$ cat config.mk
export PLATFORM = sky130hd
export DESIGN_NAME = audio_fifo_packer_flat
export DESIGN_NICKNAME = d
export VERILOG_FILES = /design/src/rtl/audio_fifo_pkg.sv /design/src/rtl/audio_fifo_packer_if.sv /design/src/rtl/audio_fifo_packer_sync_fifo.sv /design/src/rtl/audio_fifo_packer.sv /design/src/flat_wrapper.sv
export SDC_FILE = /design/constraint.sdc
export NUM_CORES = 1
export LEC_CHECK = 0
export ABC_AREA = 1
export BUFFER_PORTS_ARGS = -buffer_cell sky130_fd_sc_hd__buf_2
export CORE_UTILIZATION = 58
export DETAILED_ROUTE_END_ITERATION = 12
export PLACE_DENSITY = 0.8
export SYNTH_ARGS = -nofsm -noshare
export SYNTH_HDL_FRONTEND = slang
export SYNTH_SLANG_ARGS = --single-unit
export TNS_END_PERCENT = 5
$ cat constraint.sdc
create_clock -name clk -period 3.4 [get_ports clk]
set_input_delay 0.17 -clock clk [delete_from_list [all_inputs] [get_ports clk]]
set_output_delay 0.17 -clock clk [all_outputs]
set_load 0.02 [all_outputs]
$ cat src/rtl/audio_fifo_pkg.sv
// Shared types and constants for the audio sample packer that feeds the HPS-visible FIFO.
package audio_fifo_pkg;

    localparam int SAMPLE_W = 16;
    localparam int WORD_W   = 2 * SAMPLE_W;

    localparam logic [2:0] FIFO_CSR_LEVEL = 3'd0;

    typedef enum logic [1:0] {
        IDLE      = 2'd0,
        WRITE     = 2'd1,
        POLL_REQ  = 2'd2,
        POLL_WAIT = 2'd3
    } state_t;

    // Free space left downstream; a fill at or beyond capacity means no credit.
    function automatic logic [31:0] credit_from_fill(input logic [31:0] fill,
                                                     input logic [31:0] depth);
        return (fill >= depth) ? 32'd0 : (depth - fill);
    endfunction

endpackage

$ cat src/rtl/audio_fifo_packer_if.sv
// Sample stream, Avalon-MM write slave and FIFO CSR signals of the packer.
interface audio_fifo_packer_if;
    import audio_fifo_pkg::*;

    logic [SAMPLE_W-1:0] s_data;
    logic                s_chan;
    logic                s_valid;
    logic                s_ready;

    logic [WORD_W-1:0]   avm_writedata;
    logic                avm_write;
    logic                avm_address;
    logic                avm_waitrequest;

    logic [2:0]          csr_address;
    logic                csr_read;
    logic [31:0]         csr_readdata;

    modport master (
        input  s_data,
        input  s_chan,
        input  s_valid,
        output s_ready,
        output avm_writedata,
        output avm_write,
        output avm_address,
        input  avm_waitrequest,
        output csr_address,
        output csr_read,
        input  csr_readdata
    );

    modport slave (
        output s_data,
        output s_chan,
        output s_valid,
        input  s_ready,
        input  avm_writedata,
        input  avm_write,
        input  avm_address,
        output avm_waitrequest,
        input  csr_address,
        input  csr_read,
        output csr_readdata
    );

endinterface

$ cat src/rtl/audio_fifo_packer_sync_fifo.sv
// First-word-fall-through synchronous FIFO holding packed words until the downstream write.
module sync_fifo #(
    parameter int WIDTH = 32,
    parameter int DEPTH = 4
) (
    input  logic             clk,
    input  logic             reset,
    input  logic             push,
    input  logic [WIDTH-1:0] wdata,
    input  logic             pop,
    output logic [WIDTH-1:0] rdata,
    output logic             full,
    output logic             empty
);

    localparam int PTR_W = (DEPTH > 1) ? $clog2(DEPTH) : 1;
    localparam int CNT_W = $clog2(DEPTH + 1);
    localparam logic [CNT_W-1:0] DEPTH_C = CNT_W'(DEPTH);

    logic [WIDTH-1:0] mem [DEPTH];
    logic [PTR_W-1:0] wr_ptr;
    logic [PTR_W-1:0] rd_ptr;
    logic [CNT_W-1:0] count;
    logic             do_push;
    logic             do_pop;

    assign empty   = (count == '0);
    assign full    = (count == DEPTH_C);
    assign do_pop  = pop & ~empty;
    // A pop in the same cycle frees the slot, so a full buffer can still take a push.
    assign do_push = push & (~full | do_pop);
    assign rdata   = mem[rd_ptr];

    always_ff @(posedge clk) begin
        if (reset) begin
            wr_ptr <= '0;
            rd_ptr <= '0;
            count  <= '0;
        end else begin
            if (do_push) wr_ptr <= wr_ptr + 1'b1;
            if (do_pop)  rd_ptr <= rd_ptr + 1'b1;
            case ({do_push, do_pop})
                2'b10:   count <= count + 1'b1;
                2'b01:   count <= count - 1'b1;
                default: count <= count;
            endcase
        end
    end

    always_ff @(posedge clk) begin
        if (do_push) mem[wr_ptr] <= wdata;
    end

endmodule

$ cat src/rtl/audio_fifo_packer.sv
// Packs L/R sample pairs into 32-bit words and writes them to a downstream FIFO
// under credit-based flow control refreshed by polling the FIFO fill level.
//
//  state     | meaning
//  ----------+------------------------------------------------------------
//  IDLE      | wait for buffered word with credit, or a due fill-level poll
//  WRITE     | avm_write held with buffer head until waitrequest drops
//  POLL_REQ  | one-cycle csr_read of the fill-level register
//  POLL_WAIT | readdata valid: reload credit and poll timer
module audio_fifo_packer
    import audio_fifo_pkg::*;
#(
    parameter int BUF_DEPTH   = 4,
    parameter int FIFO_DEPTH  = 256,
    parameter int POLL_CYCLES = 1024
) (
    input  logic                clk,
    input  logic                reset,
    input  logic                enable,
    audio_fifo_packer_if.master bus,
    output logic                pair_err,
    output logic [15:0]         drop_cnt
);

    localparam int CREDIT_W = $clog2(FIFO_DEPTH + 1);
    localparam int TIMER_W  = (POLL_CYCLES > 1) ? $clog2(POLL_CYCLES) : 1;
    localparam logic [TIMER_W-1:0] TIMER_LOAD = TIMER_W'(POLL_CYCLES - 1);

    state_t                state;
    state_t                state_nxt;
    logic [CREDIT_W-1:0]   credit;
    logic [TIMER_W-1:0]    timer;

    logic [SAMPLE_W-1:0]   half_data;
    logic                  half_full;

    logic                  s_ready;
    logic                  s_accept;
    logic                  drop_l;
    logic                  drop_r;

    logic                  buf_push;
    logic                  buf_pop;
    logic                  buf_full;
    logic                  buf_empty;
    logic [WORD_W-1:0]     buf_wdata;
    logic [WORD_W-1:0]     buf_head;

    logic                  avm_write;
    logic                  csr_read;
    logic                  wr_accept;
    logic                  poll_due;

    sync_fifo #(
        .WIDTH (WORD_W),
        .DEPTH (BUF_DEPTH)
    ) u_buf (
        .clk   (clk),
        .reset (reset),
        .push  (buf_push),
        .wdata (buf_wdata),
        .pop   (buf_pop),
        .rdata (buf_head),
        .full  (buf_full),
        .empty (buf_empty)
    );

    assign s_ready     = enable & ~buf_full;
    assign bus.s_ready = s_ready;
    assign s_accept    = bus.s_valid & s_ready;

    // A right sample completes the pair and lands in the buffer in the accept cycle.
    assign buf_push  = s_accept & bus.s_chan & half_full;
    assign buf_wdata = {half_data, bus.s_data};
    assign drop_l    = s_accept & ~bus.s_chan & half_full;
    assign drop_r    = s_accept & bus.s_chan & ~half_full;

    always_ff @(posedge clk) begin
        if (reset) begin
            half_data <= '0;
            half_full <= 1'b0;
            pair_err  <= 1'b0;
            drop_cnt  <= '0;
        end else begin
            if (s_accept) begin
                if (!bus.s_chan) begin
                    half_data <= bus.s_data;
                    half_full <= 1'b1;
                end else begin
                    half_full <= 1'b0;
                end
            end
            if (drop_l | drop_r) begin
                pair_err <= 1'b1;
                if (drop_cnt != 16'hFFFF) drop_cnt <= drop_cnt + 1'b1;
            end
        end
    end

    assign wr_accept = (state == WRITE) & ~bus.avm_waitrequest;
    assign poll_due  = ((credit == '0) & ~buf_empty) | (timer == '0);

    // No write is in flight during a poll, so the returned fill is exact.
    always_ff @(posedge clk) begin
        if (reset) begin
            credit <= '0;
        end else if (state == POLL_WAIT) begin
            credit <= CREDIT_W'(credit_from_fill(bus.csr_readdata, 32'(FIFO_DEPTH)));
        end else if (wr_accept) begin
            credit <= credit - 1'b1;
        end
    end

    // Down-counter to the next forced poll; holds at terminal count until the poll happens.
    always_ff @(posedge clk) begin
        if (reset) begin
            timer <= TIMER_LOAD;
        end else if (state == POLL_WAIT) begin
            timer <= TIMER_LOAD;
        end else if (((state == IDLE) | (state == WRITE)) & (timer != '0)) begin
            timer <= timer - 1'b1;
        end
    end

    always_ff @(posedge clk) begin
        if (reset) state <= IDLE;
        else       state <= state_nxt;
    end

    always_comb begin
        state_nxt = state;
        avm_write = 1'b0;
        csr_read  = 1'b0;
        buf_pop   = 1'b0;
        case (state)
            IDLE: begin
                if (poll_due) begin
                    state_nxt = POLL_REQ;
                end else if (enable & ~buf_empty & (credit != '0)) begin
                    state_nxt = WRITE;
                end
            end
            WRITE: begin
                // Once started, a write is never withdrawn, even if enable drops.
                avm_write = 1'b1;
                if (!bus.avm_waitrequest) begin
                    buf_pop   = 1'b1;
                    state_nxt = IDLE;
                end
            end
            POLL_REQ: begin
                csr_read  = 1'b1;
                state_nxt = POLL_WAIT;
            end
            POLL_WAIT: begin
                state_nxt = IDLE;
            end
            default: begin
                state_nxt = IDLE;
            end
        endcase
    end

    assign bus.avm_write     = avm_write;
    assign bus.avm_writedata = avm_write ? buf_head : '0;
    assign bus.avm_address   = 1'b0;
    assign bus.csr_read      = csr_read;
    assign bus.csr_address   = FIFO_CSR_LEVEL;

endmodule
$ cat src/flat_wrapper.sv
// flat-port wrapper written by rule: the top's interface ports become plain ports
module audio_fifo_packer_flat import audio_fifo_pkg::*;
#(
    parameter int BUF_DEPTH   = 4,
    parameter int FIFO_DEPTH  = 256,
    parameter int POLL_CYCLES = 1024
)
  (clk, reset, enable, pair_err, drop_cnt, bus_s_data, bus_s_chan, bus_s_valid, bus_s_ready, bus_avm_writedata, bus_avm_write, bus_avm_address, bus_avm_waitrequest, bus_csr_address, bus_csr_read, bus_csr_readdata);
  audio_fifo_packer_if bus_i ();
  input  logic clk;
  input  logic reset;
  input  logic enable;
  output logic pair_err;
  output logic [15:0] drop_cnt;
  input wire logic [$bits(bus_i.s_data)-1:0] bus_s_data;
  input wire logic [$bits(bus_i.s_chan)-1:0] bus_s_chan;
  input wire logic [$bits(bus_i.s_valid)-1:0] bus_s_valid;
  output wire logic [$bits(bus_i.s_ready)-1:0] bus_s_ready;
  output wire logic [$bits(bus_i.avm_writedata)-1:0] bus_avm_writedata;
  output wire logic [$bits(bus_i.avm_write)-1:0] bus_avm_write;
  output wire logic [$bits(bus_i.avm_address)-1:0] bus_avm_address;
  input wire logic [$bits(bus_i.avm_waitrequest)-1:0] bus_avm_waitrequest;
  output wire logic [$bits(bus_i.csr_address)-1:0] bus_csr_address;
  output wire logic [$bits(bus_i.csr_read)-1:0] bus_csr_read;
  input wire logic [$bits(bus_i.csr_readdata)-1:0] bus_csr_readdata;
  assign bus_i.s_data = bus_s_data;
  assign bus_i.s_chan = bus_s_chan;
  assign bus_i.s_valid = bus_s_valid;
  assign bus_s_ready = bus_i.s_ready;
  assign bus_avm_writedata = bus_i.avm_writedata;
  assign bus_avm_write = bus_i.avm_write;
  assign bus_avm_address = bus_i.avm_address;
  assign bus_i.avm_waitrequest = bus_avm_waitrequest;
  assign bus_csr_address = bus_i.csr_address;
  assign bus_csr_read = bus_i.csr_read;
  assign bus_i.csr_readdata = bus_csr_readdata;
  audio_fifo_packer #(.BUF_DEPTH(BUF_DEPTH), .FIFO_DEPTH(FIFO_DEPTH), .POLL_CYCLES(POLL_CYCLES)) u_core (.clk(clk), .reset(reset), .enable(enable), .bus(bus_i), .pair_err(pair_err), .drop_cnt(drop_cnt));
endmodule
==> metrics.txt, run 1 <==
# TYPE chip_impl_metric gauge
chip_impl_metric{name="detail_route.wirelength",unit="mm"} 18.6
chip_impl_metric{name="clk_latency",unit="ns"} 0.43
chip_impl_metric{name="clk_pin_slew",unit="ns"} 0.07
chip_impl_metric{name="fin_util",unit="%"} 68.5
chip_impl_metric{name="remaining_drc_errors",unit=""} 0
chip_impl_metric{name="finalMaxSlewViolations",unit=""} 0
chip_impl_info{name="critical_path.startpoint_type",value="flip-flop"} 1
chip_impl_info{name="timing.hold.worst.class",value="in -> reg"} 1
chip_impl_metric{name="drive_above_1_share",unit="%"} 15.6
chip_impl_metric{name="routabilityCongestion",unit=""} 0.865
chip_impl_info{name="setup.worst_path.end_class",value="output port"} 1
chip_impl_metric{name="synth_compound_gate_area_share",unit="%"} 11.5
chip_impl_metric{name="detail_route.iter0.violations",unit=""} 580
chip_impl_metric{name="dp_worst_setup_slack",unit="ns"} 0.997
chip_impl_metric{name="final_cell_count_no_fill",unit=""} 1236
chip_impl_metric{name="fp.dieW",unit="um"} 123
chip_impl_metric{name="synth_fa_ha_area_share",unit="%"} 1.70
chip_impl_metric{name="synth.avg_cell_area",unit="um^2"} 9.21
chip_impl_metric{name="final_sum_of_negative_setup_slack",unit="ns"} 0
chip_impl_metric{name="die_height",unit="um"} 123
chip_impl_metric{name="crit_path_max_fanout",unit=""} 33
chip_impl_metric{name="antenna_cells_inserted",unit=""} 0
chip_impl_metric{name="grt_max_degree",unit=""} 65
chip_impl_metric{name="hold_violations",unit=""} 0
chip_impl_metric{name="power.leakage",unit="nW"} 3.89
chip_impl_metric{name="power_density",unit="nW/um^2"} 480
chip_impl_metric{name="grt_pass1_wl",unit="mm"} 30.1
chip_impl_metric{name="std_cell_rows",unit=""} 44
chip_impl_metric{name="cts-root-to-sink-buffers",unit=""} 2
chip_impl_metric{name="cts_setup_buffers",unit=""} 0
chip_impl_metric{name="floorplan.die_area",unit="um^2"} 15200
chip_impl_metric{name="placeableCoreArea",unit="um^2"} 14500
chip_impl_metric{name="max_freq",unit="GHz"} 0.361
chip_impl_metric{name="route.detailed.vias_per_inst",unit=""} 5.44
chip_impl_metric{name="yosysUniqueCellTypes",unit=""} 38
chip_impl_info{name="worst-setup-path-type",value="reg -> out"} 1
chip_impl_info{name="cts_tree",value="yes"} 1
chip_impl_metric{name="synth_area",unit="um^2"} 8550
chip_impl_metric{name="io_pins",unit=""} 110
chip_impl_metric{name="slew_of_the_pin_with_the_lowest_slew_margin",unit="ns"} 1.13
chip_impl_metric{name="ir_drop",unit="mV"} 0.315
chip_impl_metric{name="numCtsBuffers",unit=""} 17
chip_impl_metric{name="yosys_warnings",unit=""} 0
chip_impl_info{name="outcome",value="finished, final reports clean"} 1
chip_impl_metric{name="async_reset_ff_share",unit="%"} 0
chip_impl_metric{name="placed_cells",unit=""} 1193
chip_impl_metric{name="timing.final.setup_violations",unit=""} 0
chip_impl_metric{name="yosys_register_bits",unit=""} 192
chip_impl_metric{name="final_ws_setup",unit="ns"} 0.629
chip_impl_metric{name="synth-edff-count",unit=""} 128
chip_impl_metric{name="number_of_port_buffers",unit=""} 105
chip_impl_metric{name="clock_skew",unit="ns"} 0.00683
chip_impl_metric{name="dp.final_hpwl",unit="mm"} 11.7
chip_impl_metric{name="cap_violations",unit=""} 0
chip_impl_metric{name="cp.arrival",unit="ns"} 2.60
chip_impl_metric{name="required_time_of_the_critical_path",unit="ns"} 3.23
chip_impl_metric{name="grt_util_all_layers",unit="%"} 25.9
chip_impl_metric{name="drt_pre_antenna_iters",unit=""} 5
chip_impl_metric{name="min_period",unit="ns"} 2.77
chip_impl_metric{name="syn2layout_area_growth",unit="%"} 16.0
chip_impl_metric{name="yosys-mux-area-fraction",unit="%"} 0
chip_impl_metric{name="yosys.area_share.simple",unit="%"} 19.7
chip_impl_info{name="cts_root_buffer",value="sky130_fd_sc_hd__clkbuf_16"} 1
chip_impl_metric{name="first_global_vias",unit=""} 6264
chip_impl_metric{name="cts.hold.buffers_added",unit=""} 12
chip_impl_metric{name="netlist_instances",unit=""} 929
chip_impl_metric{name="wire_per_inst",unit="um"} 15.0
chip_impl_metric{name="antenna_violations_before_repair",unit=""} 0
chip_impl_metric{name="power.total",unit="W"} 0.00476
chip_impl_info{name="rsz_0062_raised_after_global_routing",value="false"} 1
chip_impl_metric{name="cts-resized-gates",unit=""} 0
chip_impl_metric{name="postRouteAntennaNets",unit=""} 0
chip_impl_metric{name="final_net_count",unit=""} 1105
chip_impl_metric{name="ys_seq_area_share",unit="%"} 59.9
chip_impl_metric{name="timing.max_slew.rel_slack",unit="%"} 24.9
chip_impl_info{name="synth_top_family_by_area",value="simple AND/OR/NAND/NOR gates"} 1
chip_impl_metric{name="floorplan.initialDensity",unit="%"} 59.1
chip_impl_metric{name="synth-xor-area-share",unit="%"} 1.64
chip_impl_metric{name="h-tree-depth",unit=""} 4
chip_impl_info{name="dominantRegCellSynth",value="sky130_fd_sc_hd__edfxtp_1"} 1
chip_impl_metric{name="post-route-period-util",unit="%"} 81.5
chip_impl_metric{name="grt_overflow_total",unit=""} 0
chip_impl_metric{name="routed-via-count",unit=""} 6728
chip_impl_metric{name="sinks_on_clock_net",unit=""} 192
==> worst max-delay path, stage by stage, from the launching register on <==
cell	delay, ns
sky130_fd_sc_hd__dfxtp_1	0.31
sky130_fd_sc_hd__buf_4	0.36
sky130_fd_sc_hd__inv_1	0.60
sky130_fd_sc_hd__nor2_1	0.25
sky130_fd_sc_hd__o21ai_0	0.15
sky130_fd_sc_hd__a21oi_1	0.28
sky130_fd_sc_hd__buf_2	0.22
==> registers in the layout (all words and copies together) (netlist names), named ones only <==
signal	cells
u_core.u_buf.mem	128
u_core.half_data	16
u_core.pair_err	1
u_core.credit	9
u_core.timer	10
u_core.state	2
u_core.drop_cnt	16
u_core.u_buf.rd_ptr	2
u_core.half_full	1
u_core.u_buf.wr_ptr	2
u_core.u_buf.count	3
==> worst paths after layout <==
kind                    startpoint                      to  slack (ns)  cells after the start
max                      flip-flop   bus_avm_writedata[26]        0.63                      6
max reg2reg  u_core.u_buf.count[1]      u_core.drop_cnt[2]        0.96                      7
min reg2reg        u_core.pair_err         u_core.pair_err        0.47                      2
min                  bus_s_data[1]  u_core.u_buf.mem[1][1]        0.02                      1
==> metrics by stage <==
| stage | hold WS (ns) | instance area, um^2 |
|---|---|---|
| floorplan | 0.269 | 8560 |
| global placement | 0.409 | 9240 |
| detailed placement | 0.410 | 9240 |
| CTS | 0.0000333 | 9920 |
| global route | 0.00586 | 9920 |
| finish | 0.0206 | 9920 |
==> cell families (layout without fill, tap and decap cells) <==
kind of cell             Yosys count  in the layout
AO/OA/AOI/OAI                    192            192
flip-flops                       192            192
other                              1              4
adder cells (fa/ha/maj)           11             11
AND/OR/NAND/NOR                  398            398
XOR/XNOR                          16             16
buffers and inverters            119            239
==> layer usage <==
layer | GRT usage [%] | wire length, um
met1 | 32.8 | 8160
met2 | 44.6 | 9340
met3 | 4.57 | 805
met4 | 9.34 | 276
met5 | 0 | 0
==> power by group <==
| part | switching (W) | leakage, nW | internal (W) |
|---|---|---|---|
| clock | 0.000825 | 0.278 | 0.00109 |
| sequential | 0.0000296 | 1.69 | 0.00252 |
| combinational | 0.000192 | 1.93 | 0.000107 |
| total | 0.00105 | 3.89 | 0.00372 |
==> final cells by class <==
cell class	count	area (um^2)
Clock inverter	11	114
Clock buffer	20	447
Tap cell	184	230
Multi-Input combinational cell	621	2980
Fill cell	1131	4560
Sequential cell	192	5130
Timing Repair Buffer	128	728
Inverter	80	300
==> layout by cell type, fill, tap and decap left out, types with 2 or more instances in the layout <==
cell type / synthesis / final
sky130_fd_sc_hd__a21oi_1: 81 / 81
sky130_fd_sc_hd__a21oi_2: 2 / 2
sky130_fd_sc_hd__buf_2: 2 / 105
sky130_fd_sc_hd__buf_4: 4 / 11
sky130_fd_sc_hd__bufinv_16: 0 / 2
sky130_fd_sc_hd__clkbuf_1: 24 / 2
sky130_fd_sc_hd__clkbuf_16: 0 / 17
sky130_fd_sc_hd__clkinv_1: 1 / 2
sky130_fd_sc_hd__clkinv_2: 0 / 5
sky130_fd_sc_hd__conb_1: 1 / 4
sky130_fd_sc_hd__dfxtp_1: 64 / 63
sky130_fd_sc_hd__dlygate4sd3_1: 0 / 12
sky130_fd_sc_hd__edfxtp_1: 128 / 128
sky130_fd_sc_hd__ha_1: 10 / 10
sky130_fd_sc_hd__inv_1: 78 / 78
sky130_fd_sc_hd__inv_6: 0 / 2
sky130_fd_sc_hd__nand2_1: 121 / 121
sky130_fd_sc_hd__nand2_2: 3 / 3
sky130_fd_sc_hd__nand3_1: 40 / 40
sky130_fd_sc_hd__nand3b_1: 4 / 4
sky130_fd_sc_hd__nand4_1: 21 / 21
sky130_fd_sc_hd__nor2_1: 195 / 191
sky130_fd_sc_hd__nor2_2: 3 / 7
sky130_fd_sc_hd__nor2_4: 2 / 2
sky130_fd_sc_hd__nor3_1: 4 / 4
sky130_fd_sc_hd__o211ai_1: 2 / 2
sky130_fd_sc_hd__o21ai_0: 102 / 102
sky130_fd_sc_hd__xnor2_1: 6 / 6
sky130_fd_sc_hd__xor2_1: 10 / 10
==> Yosys cell counts, types with 10 or more instances <==
master,number,share of area [%]
sky130_fd_sc_hd__nor2_1,195,8.6
sky130_fd_sc_hd__edfxtp_1,128,45
sky130_fd_sc_hd__nand2_1,121,5.3
sky130_fd_sc_hd__o21ai_0,102,6.0
sky130_fd_sc_hd__a21oi_1,81,4.7
sky130_fd_sc_hd__inv_1,78,3.4
sky130_fd_sc_hd__dfxtp_1,64,15
sky130_fd_sc_hd__nand3_1,40,2.3
sky130_fd_sc_hd__clkbuf_1,24,1.1
sky130_fd_sc_hd__nand4_1,21,1.5
sky130_fd_sc_hd__ha_1,10,1.5
sky130_fd_sc_hd__xor2_1,10,1.0
Power figures use the tool's default switching activity.
==> run 2: changes to the inputs <==
- clock period: 3.4 -> 2.75 ns (I/O delays scaled with it)
==> run 2 against run 1 <==
Compared with the run above:
- power rose by 25%
- worst setup slack lost 0.29 ns
- final area is 0.79% higher
- die area stayed put
- via count fell by 0.13%
- core utilization up 0.54 points
- global-route usage fell by 0.63 points
- critical path type unchanged
- largest cell class unchanged
- largest power group unchanged
- highest routed layer unchanged
==> metrics.txt, run 2 (synthesis results as in run 1) <==
# TYPE chip_impl_metric gauge
chip_impl_info{name="outcome",value="finished, final reports clean"} 1
chip_impl_info{name="min-delay-start",value="bus_s_valid"} 1
chip_impl_info{name="critical_path.startpoint_type",value="flip-flop"} 1
chip_impl_metric{name="timing.final.setup_violations",unit=""} 0
chip_impl_metric{name="timing.reg2reg.worst_path_depth",unit=""} 11
chip_impl_metric{name="remaining_drc_errors",unit=""} 0
chip_impl_info{name="rsz_0062_raised_after_global_routing",value="false"} 1
chip_impl_metric{name="min_period",unit="ns"} 2.41
chip_impl_metric{name="drt_pre_antenna_iters",unit=""} 5
chip_impl_metric{name="fin_util",unit="%"} 69.1
chip_impl_metric{name="clk_latency",unit="ns"} 0.43
chip_impl_metric{name="h-tree-depth",unit=""} 4
chip_impl_metric{name="holdPathStages",unit=""} 3
chip_impl_info{name="layout.cells.most_common_list",value="sky130_fd_sc_hd__nor2_1 (191), sky130_fd_sc_hd__edfxtp_1 (128), sky130_fd_sc_hd__nand2_1 (121), sky130_fd_sc_hd__buf_2 (105), sky130_fd_sc_hd__o21ai_0 (102)"} 1
chip_impl_info{name="reg.largest.list",value="u_core.u_buf.mem x128, u_core.drop_cnt x16, u_core.half_data x16"} 1
chip_impl_info{name="setup.worst_path.end_class",value="output port"} 1
chip_impl_metric{name="floorplan.die_area",unit="um^2"} 15200
chip_impl_metric{name="post-route-period-util",unit="%"} 87.5
chip_impl_metric{name="sinks_on_clock_net",unit=""} 192
chip_impl_info{name="regMostFlops",value="u_core.u_buf.mem"} 1
chip_impl_metric{name="routabilityCongestion",unit=""} 0.888
chip_impl_metric{name="hold_slack",unit="ns"} 0.0209
chip_impl_metric{name="io_pins",unit=""} 110
chip_impl_metric{name="placeableCoreArea",unit="um^2"} 14500
chip_impl_metric{name="slew_of_the_pin_with_the_lowest_slew_margin",unit="ns"} 1.04
chip_impl_metric{name="detail_route.wirelength",unit="mm"} 18.4
chip_impl_metric{name="cap_violations",unit=""} 0
chip_impl_metric{name="drive_above_1_share",unit="%"} 15.8
chip_impl_metric{name="ir_drop",unit="mV"} 0.450
chip_impl_metric{name="power.leakage",unit="nW"} 3.91
chip_impl_metric{name="postRouteAntennaNets",unit=""} 0
chip_impl_metric{name="die_height",unit="um"} 123
chip_impl_metric{name="antenna_violations_before_repair",unit=""} 0
chip_impl_metric{name="crit_path_max_fanout",unit=""} 46
chip_impl_info{name="timing.hold.worst.class",value="in -> reg"} 1
chip_impl_metric{name="grt_max_degree",unit=""} 65
chip_impl_metric{name="final_net_count",unit=""} 1110
chip_impl_metric{name="timing.max_slew.rel_slack",unit="%"} 30.5
chip_impl_metric{name="wire_per_inst",unit="um"} 14.8
chip_impl_metric{name="clk_pin_slew",unit="ns"} 0.06
chip_impl_metric{name="fp.dieW",unit="um"} 123
chip_impl_metric{name="grt_overflow_total",unit=""} 0
chip_impl_info{name="worst-setup-path-type",value="reg -> out"} 1
chip_impl_metric{name="route.detailed.vias_per_inst",unit=""} 5.41
chip_impl_metric{name="grt_util_all_layers",unit="%"} 25.3
chip_impl_metric{name="worst-r2r-setup-slack",unit="ns"} 0.46
chip_impl_metric{name="routed-via-count",unit=""} 6719
chip_impl_metric{name="largest_register_ffs",unit=""} 128
chip_impl_metric{name="antenna_cells_inserted",unit=""} 0
chip_impl_metric{name="cts_setup_buffers",unit=""} 0
chip_impl_metric{name="finalMaxSlewViolations",unit=""} 0
chip_impl_info{name="crit-reg2reg-capture",value="u_core.u_buf.count[2]"} 1
chip_impl_metric{name="numCtsBuffers",unit=""} 17
chip_impl_metric{name="cp.arrival",unit="ns"} 2.27
chip_impl_metric{name="floorplan.initialDensity",unit="%"} 59.1
chip_impl_metric{name="number_of_port_buffers",unit=""} 105
chip_impl_metric{name="clock_skew",unit="ns"} 0.00801
chip_impl_info{name="hold-path-endpoint",value="u_core.half_full"} 1
chip_impl_metric{name="syn2layout_area_growth",unit="%"} 16.9
chip_impl_metric{name="required_time_of_the_critical_path",unit="ns"} 2.61
chip_impl_metric{name="max_freq",unit="GHz"} 0.415
chip_impl_metric{name="std_cell_rows",unit=""} 44
chip_impl_info{name="layout.cells.most_common",value="sky130_fd_sc_hd__nor2_1"} 1
chip_impl_metric{name="hold_violations",unit=""} 0
chip_impl_metric{name="cts-root-to-sink-buffers",unit=""} 2
chip_impl_metric{name="power_density",unit="nW/um^2"} 597
chip_impl_metric{name="dp.final_hpwl",unit="mm"} 11.3
chip_impl_metric{name="final_sum_of_negative_setup_slack",unit="ns"} 0
chip_impl_info{name="cts_root_buffer",value="sky130_fd_sc_hd__clkbuf_16"} 1
chip_impl_metric{name="grt_pass1_wl",unit="mm"} 29.4
chip_impl_metric{name="fillCellCount",unit=""} 1089
chip_impl_metric{name="first_global_vias",unit=""} 6296
chip_impl_info{name="cts_tree",value="yes"} 1
chip_impl_info{name="rr_startpoint",value="u_core.state[0]"} 1
chip_impl_metric{name="detail_route.iter0.violations",unit=""} 439
==> run 2: worst max-delay path: stages (launching register included) <==
cell and delay [ns]:
sky130_fd_sc_hd__dfxtp_2 0.33, sky130_fd_sc_hd__clkinv_1 0.38, sky130_fd_sc_hd__buf_4 0.43, sky130_fd_sc_hd__o21ai_0 0.32, sky130_fd_sc_hd__a21oi_1 0.14, sky130_fd_sc_hd__buf_2 0.22
==> run 2: per-layer routing <==
metal	up-vias	share of wire, %	GRT usage [%]
met4	0	1.8	9.19
li1	3355	-	-
met5	-	0	0
met2	174	50	44.0
met3	29	4.7	5.58
met1	3161	43	30.7
==> run 2: final cells by class <==
| cell class | instances | area [um^2] | share of cell area [%] |
|---|---|---|---|
| Clock buffer | 21 | 460 | 4.60 |
| Sequential cell | 192 | 5130 | 51.3 |
| Tap cell | 184 | 230 | 2.30 |
| Clock inverter | 11 | 131 | 1.31 |
| Timing Repair Buffer | 133 | 776 | 7.76 |
| Multi-Input combinational cell | 621 | 2980 | 29.8 |
| Inverter | 80 | 300 | 3.00 |
==> run 2: what timing repair did <==
item / CTS / global route
hold endpoints to repair: 64 / 0
hold buffers: 16 / 0
resized for setup: 0 / 0
==> run 2: worst max-delay path by stage <==
stage                                startpoint                      to  slack (ns)  cells past startpoint
final                                 flip-flop    bus_avm_writedata[6]        0.34                      5
after global routing            u_core.state[0]   bus_avm_writedata[30]        0.18                      6
after CTS                             flip-flop    bus_avm_writedata[6]        0.32                      5
after detailed placement  u_core.u_buf.count[0]   u_core.u_buf.count[2]        0.49                     12
after global placement    u_core.u_buf.count[0]   u_core.u_buf.count[2]        0.56                     12
after floorplan           u_core.u_buf.count[1]  u_core.u_buf.mem[0][0]        0.12                      6
==> run 2: per-stage QoR <==
step / instance area (um^2) / power, W / instances / setup WS [ns]
5_1_grt: 10000 / 0.00617 / 1242 / 0.181
6_report: 10000 / 0.00597 / 1242 / 0.343
3_3_place_gp: 9250 / 0.00355 / 1194 / 0.561
3_5_place_dp: 9250 / 0.00356 / 1194 / 0.494
2_1_floorplan: 8560 / 0.00344 / 932 / 0.121
4_1_cts: 10000 / 0.00601 / 1242 / 0.321
==> run 2: power breakdown <==
part	switching (W)	leakage (nW)	total (W)	internal, W
clock network	0.00105	0.280	0.00245	0.00140
logic	0.000238	1.95	0.000376	0.000138
registers	0.0000369	1.69	0.00315	0.00311
total	0.00132	3.91	0.00597	0.00464
